### src/rtl/spi_master_ctrl_if.sv
// Host command port and SPI pins of the 10-bit-frame SPI master.
interface spi_master_ctrl_if;
    logic       start;
    logic [1:0] cmd;
    logic [7:0] payload;
    logic       busy;
    logic       done;
    logic       rd_valid;
    logic [7:0] rd_data;
    logic       SS_n;
    logic       MOSI;
    logic       MISO;

    modport master (
        input  start, cmd, payload, MISO,
        output busy, done, rd_valid, rd_data, SS_n, MOSI
    );

    modport slave (
        output start, cmd, payload, MISO,
        input  busy, done, rd_valid, rd_data, SS_n, MOSI
    );
endinterface

### src/rtl/spi_master_ctrl.sv
// SPI master for the 10-bit-frame slave protocol: serialises {cmd, payload}
// on SS_n/MOSI and, for rd-data frames, captures 8 bits from MISO.
module spi_master_ctrl #(
    parameter int unsigned RD_LATENCY = 3,
    parameter int unsigned GAP_CYCLES = 1
) (
    input  logic              clk,
    input  logic              rst_n,
    spi_master_ctrl_if.master bus
);

    typedef enum logic [2:0] {
        ST_IDLE,
        ST_SELECT,
        ST_CMD,
        ST_SHIFT,
        ST_HOLD,
        ST_RD_WAIT,
        ST_RD_SHIFT,
        ST_END
    } state_t;

    state_t     state;
    logic [9:0] frame;
    logic [3:0] bit_cnt;
    logic [3:0] wait_cnt;
    logic [2:0] gap_cnt;
    logic [7:0] rx_shift;
    logic       frame_end;   // set on the END->IDLE edge, marks the IDLE entry cycle

    // State machine, counters, MISO capture and registered outputs. Outputs are
    // registered from the state held during the cycle that just ended, so each
    // state's pin values appear one cycle after the state is entered.
    always_ff @(posedge clk) begin
        if (!rst_n) begin
            state        <= ST_IDLE;
            frame        <= '0;
            bit_cnt      <= '0;
            wait_cnt     <= '0;
            gap_cnt      <= '0;
            rx_shift     <= '0;
            frame_end    <= 1'b0;
            bus.SS_n     <= 1'b1;
            bus.MOSI     <= 1'b0;
            bus.busy     <= 1'b0;
            bus.done     <= 1'b0;
            bus.rd_valid <= 1'b0;
            bus.rd_data  <= '0;
        end else begin
            bus.busy     <= (state != ST_IDLE);
            bus.SS_n     <= (state == ST_IDLE) || (state == ST_END);
            bus.done     <= (state == ST_IDLE) && frame_end;
            bus.rd_valid <= (state == ST_IDLE) && frame_end && (frame[9:8] == 2'b11);
            if ((state == ST_IDLE) && frame_end && (frame[9:8] == 2'b11)) begin
                bus.rd_data <= rx_shift;
            end

            case (state)
                ST_CMD:   bus.MOSI <= frame[9];
                ST_SHIFT: bus.MOSI <= frame[4'd9 - bit_cnt];
                default:  bus.MOSI <= 1'b0;
            endcase

            frame_end <= 1'b0;

            case (state)
                ST_IDLE: begin
                    if (bus.start) begin
                        frame <= {bus.cmd, bus.payload};
                        state <= ST_SELECT;
                    end
                end
                ST_SELECT: state <= ST_CMD;
                ST_CMD: begin
                    bit_cnt <= '0;
                    state   <= ST_SHIFT;
                end
                ST_SHIFT: begin
                    if (bit_cnt == 4'd9) begin
                        bit_cnt <= '0;
                        state   <= (frame[9:8] == 2'b11) ? ST_RD_WAIT : ST_HOLD;
                    end else begin
                        bit_cnt <= bit_cnt + 4'd1;
                    end
                end
                ST_HOLD: begin
                    gap_cnt <= '0;
                    state   <= ST_END;
                end
                ST_RD_WAIT: begin
                    if (wait_cnt == 4'(RD_LATENCY - 1)) begin
                        wait_cnt <= '0;
                        bit_cnt  <= '0;
                        state    <= ST_RD_SHIFT;
                    end else begin
                        wait_cnt <= wait_cnt + 4'd1;
                    end
                end
                ST_RD_SHIFT: begin
                    rx_shift <= {rx_shift[6:0], bus.MISO};
                    if (bit_cnt == 4'd7) begin
                        bit_cnt <= '0;
                        gap_cnt <= '0;
                        state   <= ST_END;
                    end else begin
                        bit_cnt <= bit_cnt + 4'd1;
                    end
                end
                ST_END: begin
                    if (gap_cnt == 3'(GAP_CYCLES - 1)) begin
                        gap_cnt   <= '0;
                        frame_end <= 1'b1;
                        state     <= ST_IDLE;
                    end else begin
                        gap_cnt <= gap_cnt + 3'd1;
                    end
                end
                default: state <= ST_IDLE;
            endcase
        end
    end

endmodule

### src/flat_wrapper.sv
// flat-port wrapper written by rule: the top's interface ports become plain ports
module spi_master_ctrl_flat 
#(
    parameter int unsigned RD_LATENCY = 3,
    parameter int unsigned GAP_CYCLES = 1
)
  (clk, rst_n, bus_start, bus_cmd, bus_payload, bus_MISO, bus_busy, bus_done, bus_rd_valid, bus_rd_data, bus_SS_n, bus_MOSI);
  spi_master_ctrl_if bus_i ();
  input  logic clk;
  input  logic rst_n;
  input wire logic [$bits(bus_i.start)-1:0] bus_start;
  input wire logic [$bits(bus_i.cmd)-1:0] bus_cmd;
  input wire logic [$bits(bus_i.payload)-1:0] bus_payload;
  input wire logic [$bits(bus_i.MISO)-1:0] bus_MISO;
  output wire logic [$bits(bus_i.busy)-1:0] bus_busy;
  output wire logic [$bits(bus_i.done)-1:0] bus_done;
  output wire logic [$bits(bus_i.rd_valid)-1:0] bus_rd_valid;
  output wire logic [$bits(bus_i.rd_data)-1:0] bus_rd_data;
  output wire logic [$bits(bus_i.SS_n)-1:0] bus_SS_n;
  output wire logic [$bits(bus_i.MOSI)-1:0] bus_MOSI;
  assign bus_i.start = bus_start;
  assign bus_i.cmd = bus_cmd;
  assign bus_i.payload = bus_payload;
  assign bus_i.MISO = bus_MISO;
  assign bus_busy = bus_i.busy;
  assign bus_done = bus_i.done;
  assign bus_rd_valid = bus_i.rd_valid;
  assign bus_rd_data = bus_i.rd_data;
  assign bus_SS_n = bus_i.SS_n;
  assign bus_MOSI = bus_i.MOSI;
  spi_master_ctrl #(.RD_LATENCY(RD_LATENCY), .GAP_CYCLES(GAP_CYCLES)) u_core (.clk(clk), .rst_n(rst_n), .bus(bus_i));
endmodule
### config.mk
export PLATFORM = sky130hd
export DESIGN_NAME = spi_master_ctrl_flat
export DESIGN_NICKNAME = d
export VERILOG_FILES = /design/src/rtl/spi_master_ctrl_if.sv /design/src/rtl/spi_master_ctrl.sv /design/src/flat_wrapper.sv
export SDC_FILE = /design/constraint.sdc
export NUM_CORES = 1
export LEC_CHECK = 0
export BUFFER_PORTS_ARGS = -buffer_cell sky130_fd_sc_hd__buf_2
export CAP_MARGIN = 20
export CORE_MARGIN = 8
export CORE_UTILIZATION = 61
export CTS_BUF_LIST = sky130_fd_sc_hd__clkbuf_16
export DETAILED_ROUTE_END_ITERATION = 16
export GPL_ROUTABILITY_DRIVEN = 0
export HOLD_SLACK_MARGIN = 0.08
export PLACE_DENSITY = 0.84
export SETUP_SLACK_MARGIN = 0.5
export SLEW_MARGIN = 20
export SYNTH_ARGS = -nofsm -noshare
export SYNTH_HDL_FRONTEND = slang
export SYNTH_SLANG_ARGS = --single-unit
### constraint.sdc
create_clock -name clk -period 3.9 [get_ports clk]
set_clock_uncertainty 0.2 [all_clocks]
set_input_delay 0.39 -clock clk [delete_from_list [all_inputs] [get_ports clk]]
set_output_delay 0.39 -clock clk [all_outputs]
set_load 0.01 [all_outputs]
==> impl.org <==
** Yosys
- Netlist Area Pre-Place :: 2071 µm²
- Flip-flop cell with the highest count after synthesis :: dfxtp_1
- When the netlist entered floorplanning its net count stood at 240.
- Count of flip-flops with a built-in enable after synthesis :: 0
- Proportion of register bits with asynchronous set or reset after synthesis :: 0%
- Portion of the post-synthesis area used by sequential elements :: 44.47%
- Cells after synthesis :: 221
- The netlist uses 47 different library cells.
- After synthesis, the mean cell area works out to 9.370 µm².
- After synthesis the netlist holds a flip-flop and latch count of 46.
- Number of warnings reported in the yosys synthesis log :: 0

** Timing
- Static timing analysis puts the maximum clock frequency at 0.4914 GHz.
- The worst path needs 2.035 ns of the cycle, external delays included.
- Total Negative Setup Slacks :: 0 ns
- At the pin with the least slew margin, the transition time is 0.8775 ns.
- Final critical-path share of the clock period :: 52.18%
- Once routing completed, OpenROAD measured the worst setup slack at 1.865 ns.
- Final setup violation count :: 0
- The final count of hold timing violations was 0.
- Relative slew slack :: 41.44%
- Setup repair after global routing left no endpoint under its margin.
- The max-slew violation count was 0.

** Placed design
- Timing analysis after detailed placement gives a worst setup slack of 1.889 ns.
- Summed over all nets, the half-perimeter wirelength after detailed placement is 2699 µm.
- Number of buffers inserted by port buffering :: 26

** Global routing
- Across every metal layer, demand over resource in global routing totals 15.51%.
- Maximum number of pins on one net before global-route repair :: 29
- The initial antenna violation count is 0.
- Wire length of the first global-routing pass :: 6644 µm
- The total overflow left after global routing is 0.
- The number of global-route vias before repair is 1534.

** Die
- The floorplan step defined a die boundary enclosing 5515 µm².
- The die is 74.27 µm wide.
- Core region area :: 3311 µm²
- The floorplan step set the die height to 74.27 µm.
- Row cnt :: 21
- Starting utilization of the core area :: 62.55%
- Pin placement for this block handled 27 I/O pins.

** Clocking
- Level count of the clock H-tree :: 2
- TritonCTS built the clock tree.
- After clock tree synthesis, the repair step resized 0 gates.
- CTS hold repair buffers :: 0
- Root buffer cell :: clkbuf_16
- Setup fix buffers added after clock tree synthesis :: 0
- For this design, the sink count on the clock tree is 46.
- Later-pin clock latency in the skew report :: 0.28 ns
- Clock transition at the registers of the reported paths :: 0.06 ns
- CTS max path bufs :: 2
- Buffers inserted during clock tree synthesis total 5.

** Route
- In the final routing, the length of wire on met1 measures 1717 µm.
- Post-route antenna net violation count :: 0
- After detailed routing, no signal wire sits above met4.
- Detailed-routed wire length on met3 :: 129 µm
- Wire length per cell after detailed routing :: 13.23 µm
- Vias per Instance :: 5.466
- First drt pass iteration count :: 4
- Post-detailed-route DRC marker count :: 0
- Routed vias :: 1585
- After detailed routing, the total wire length is 3838 µm.
- The detailed router finished its first iteration with 92 violations.
- Routed length on met2 :: 1925 µm

** Setup path
- In this run the worst path has a maximum fanout of 13.
- Arrival time of the worst setup path :: 1.97 ns
- Crit path buffers/inverters :: 0
- Setup slack of the worst register-to-register path :: 1.87 ns
- Required time of the worst setup path :: 3.84 ns
- Biggest cell delay along the critical path :: 0.55 ns
- The critical path in this run is classified as reg -> reg.
- Sequence of cells on the critical path :: nor3_4 > and4_1 > mux2i_1 > nor2_1
- STA classifies the critical path startpoint as a register.
- Slowest library cell on the worst path :: and4_1
- In this design, the largest share of critical-path delay is due to simple AND/OR/NAND/NOR gates.
- STA classifies the critical path endpoint as a register.

** Power
- Across the VDD grid, the largest voltage drop is 0.3431 mV.
- Static leakage :: 1.034 nW
- Total design power :: 1.234 mW
- In this run the power density over the cells is 525.8 nW/µm².

** Finish
- Antenna diodes :: 0
- In the final layout, the share of cells above drive strength 1 is 18.03%.
- In the final design database the tool counted 262 nets.
- Fill cell total of the finished layout :: 274
- Leading cell types in the layout, fill and taps excluded :: dfxtp_1, nor2_1, nand2_1
- Fin util :: 70.86%
- P&R area growth vs syn :: 13.29%
- Leaving out fill and tap cells, the most frequent cell in the layout is dfxtp_1.

** Worst hold path
- Min-delay worst type :: in -> reg

** Run
- Max-cap violations in this run came to 0.

** Run status
- Result of the run :: complete, no violations
## per-layer routing
layer | vias to the layer above | track usage [%]
met3 | 7 | 5.121
li1 | 810 | -
met4 | 0 | 6.522
met2 | 23 | 26.76
met1 | 745 | 17.03
met5 | - | 0
## cell usage after synthesis, types with 2 or more instances
cell       n  area, µm²
a21oi_1   18      90.09
a22oi_1    3      22.52
and2_1     2      12.51
and3_1     4      25.02
and3b_1    3      26.28
buf_2      3      15.01
buf_6      4      45.04
clkbuf_1   3      11.26
dfxtp_1   46      920.9
ha_1       5      62.56
inv_1      6      22.52
mux2i_1   18      180.2
mux4_2     2      45.04
nand2_1   29      108.9
nand2b_1   2      12.51
nand3_1    6      30.03
nand3b_1   4      30.03
nor2_1    29      108.9
nor3_1     2      10.01
o21ai_0    2      10.01
o21ai_1    2      10.01
xnor2_1    2      17.52
xor2_1     2      17.52
## worst register-to-register path: cells and delay by family, from the launching register on
| family | cells | cell delay, ns |
|---|---|---|
| flip-flops | 1 | 0.47 |
| multiplexers | 1 | 0.28 |
| AND/OR/NAND/NOR | 3 | 0.95 |
## where the power goes
part | switching, mW | leakage [nW] | total, mW | internal (mW)
clock | 0.165 | 0.0864 | 0.462 | 0.297
combinational | 0.103 | 0.575 | 0.193 | 0.0896
sequential | 0.0655 | 0.373 | 0.579 | 0.513
total | 0.334 | 1.03 | 1.23 | 0.900
## state kept, by name, summed over array words and instances, names as in the netlist
name	cells
u_core.bus.MOSI	1
u_core.state	3
u_core.bus.done	1
u_core.gap_cnt	3
u_core.bit_cnt	4
u_core.rx_shift	8
u_core.bus.busy	1
u_core.frame_end	1
u_core.wait_cnt	4
u_core.frame	10
u_core.bus.rd_valid	1
u_core.bus.rd_data	8
u_core.bus.SS_n	1
## area by class of cell
class	count	area, µm²	share of cell area [%]
flip-flops and latches	46	920.9	39.25
inverters	6	22.52	0.9600
well taps	46	57.56	2.453
clock buffers	5	125.1	5.333
multi-input cells	157	1045	44.53
clock inverters	3	37.54	1.600
repair buffers	27	137.6	5.867
## cells by family after synthesis
group / Yosys count / share of synthesized area, %
simple gates: 91 / 22.96
compound gates: 37 / 11.90
buf+inv: 18 / 5.075
mux: 20 / 10.88
xor+xnor: 4 / 1.692
flops: 46 / 44.47
fa+ha+maj: 5 / 3.021
## stage by stage
| stage | hold slack (ns) | std cells | area (µm²) |
|---|---|---|---|
| 6_report | 0.1383 | 290 | 2346 |
| 5_1_grt | 0.1402 | 290 | 2346 |
| 4_1_cts | 0.1409 | 290 | 2346 |
| 3_5_place_dp | 0.2455 | 282 | 2183 |
| 3_3_place_gp | 0.2423 | 282 | 2183 |
| 2_1_floorplan | 0.2331 | 221 | 2071 |
## worst paths after layout
kind                        start  cells after the start                    end
setup / recovery  u_core.state[2]                      4  u_core.bus.rd_data[7]
hold / removal     bus_payload[6]                      3        u_core.frame[6]
hold reg to reg   u_core.frame[0]                      2        u_core.frame[0]
setup reg to reg  u_core.state[2]                      4  u_core.bus.rd_data[7]
No activity file was read; power rests on OpenSTA's default activity.
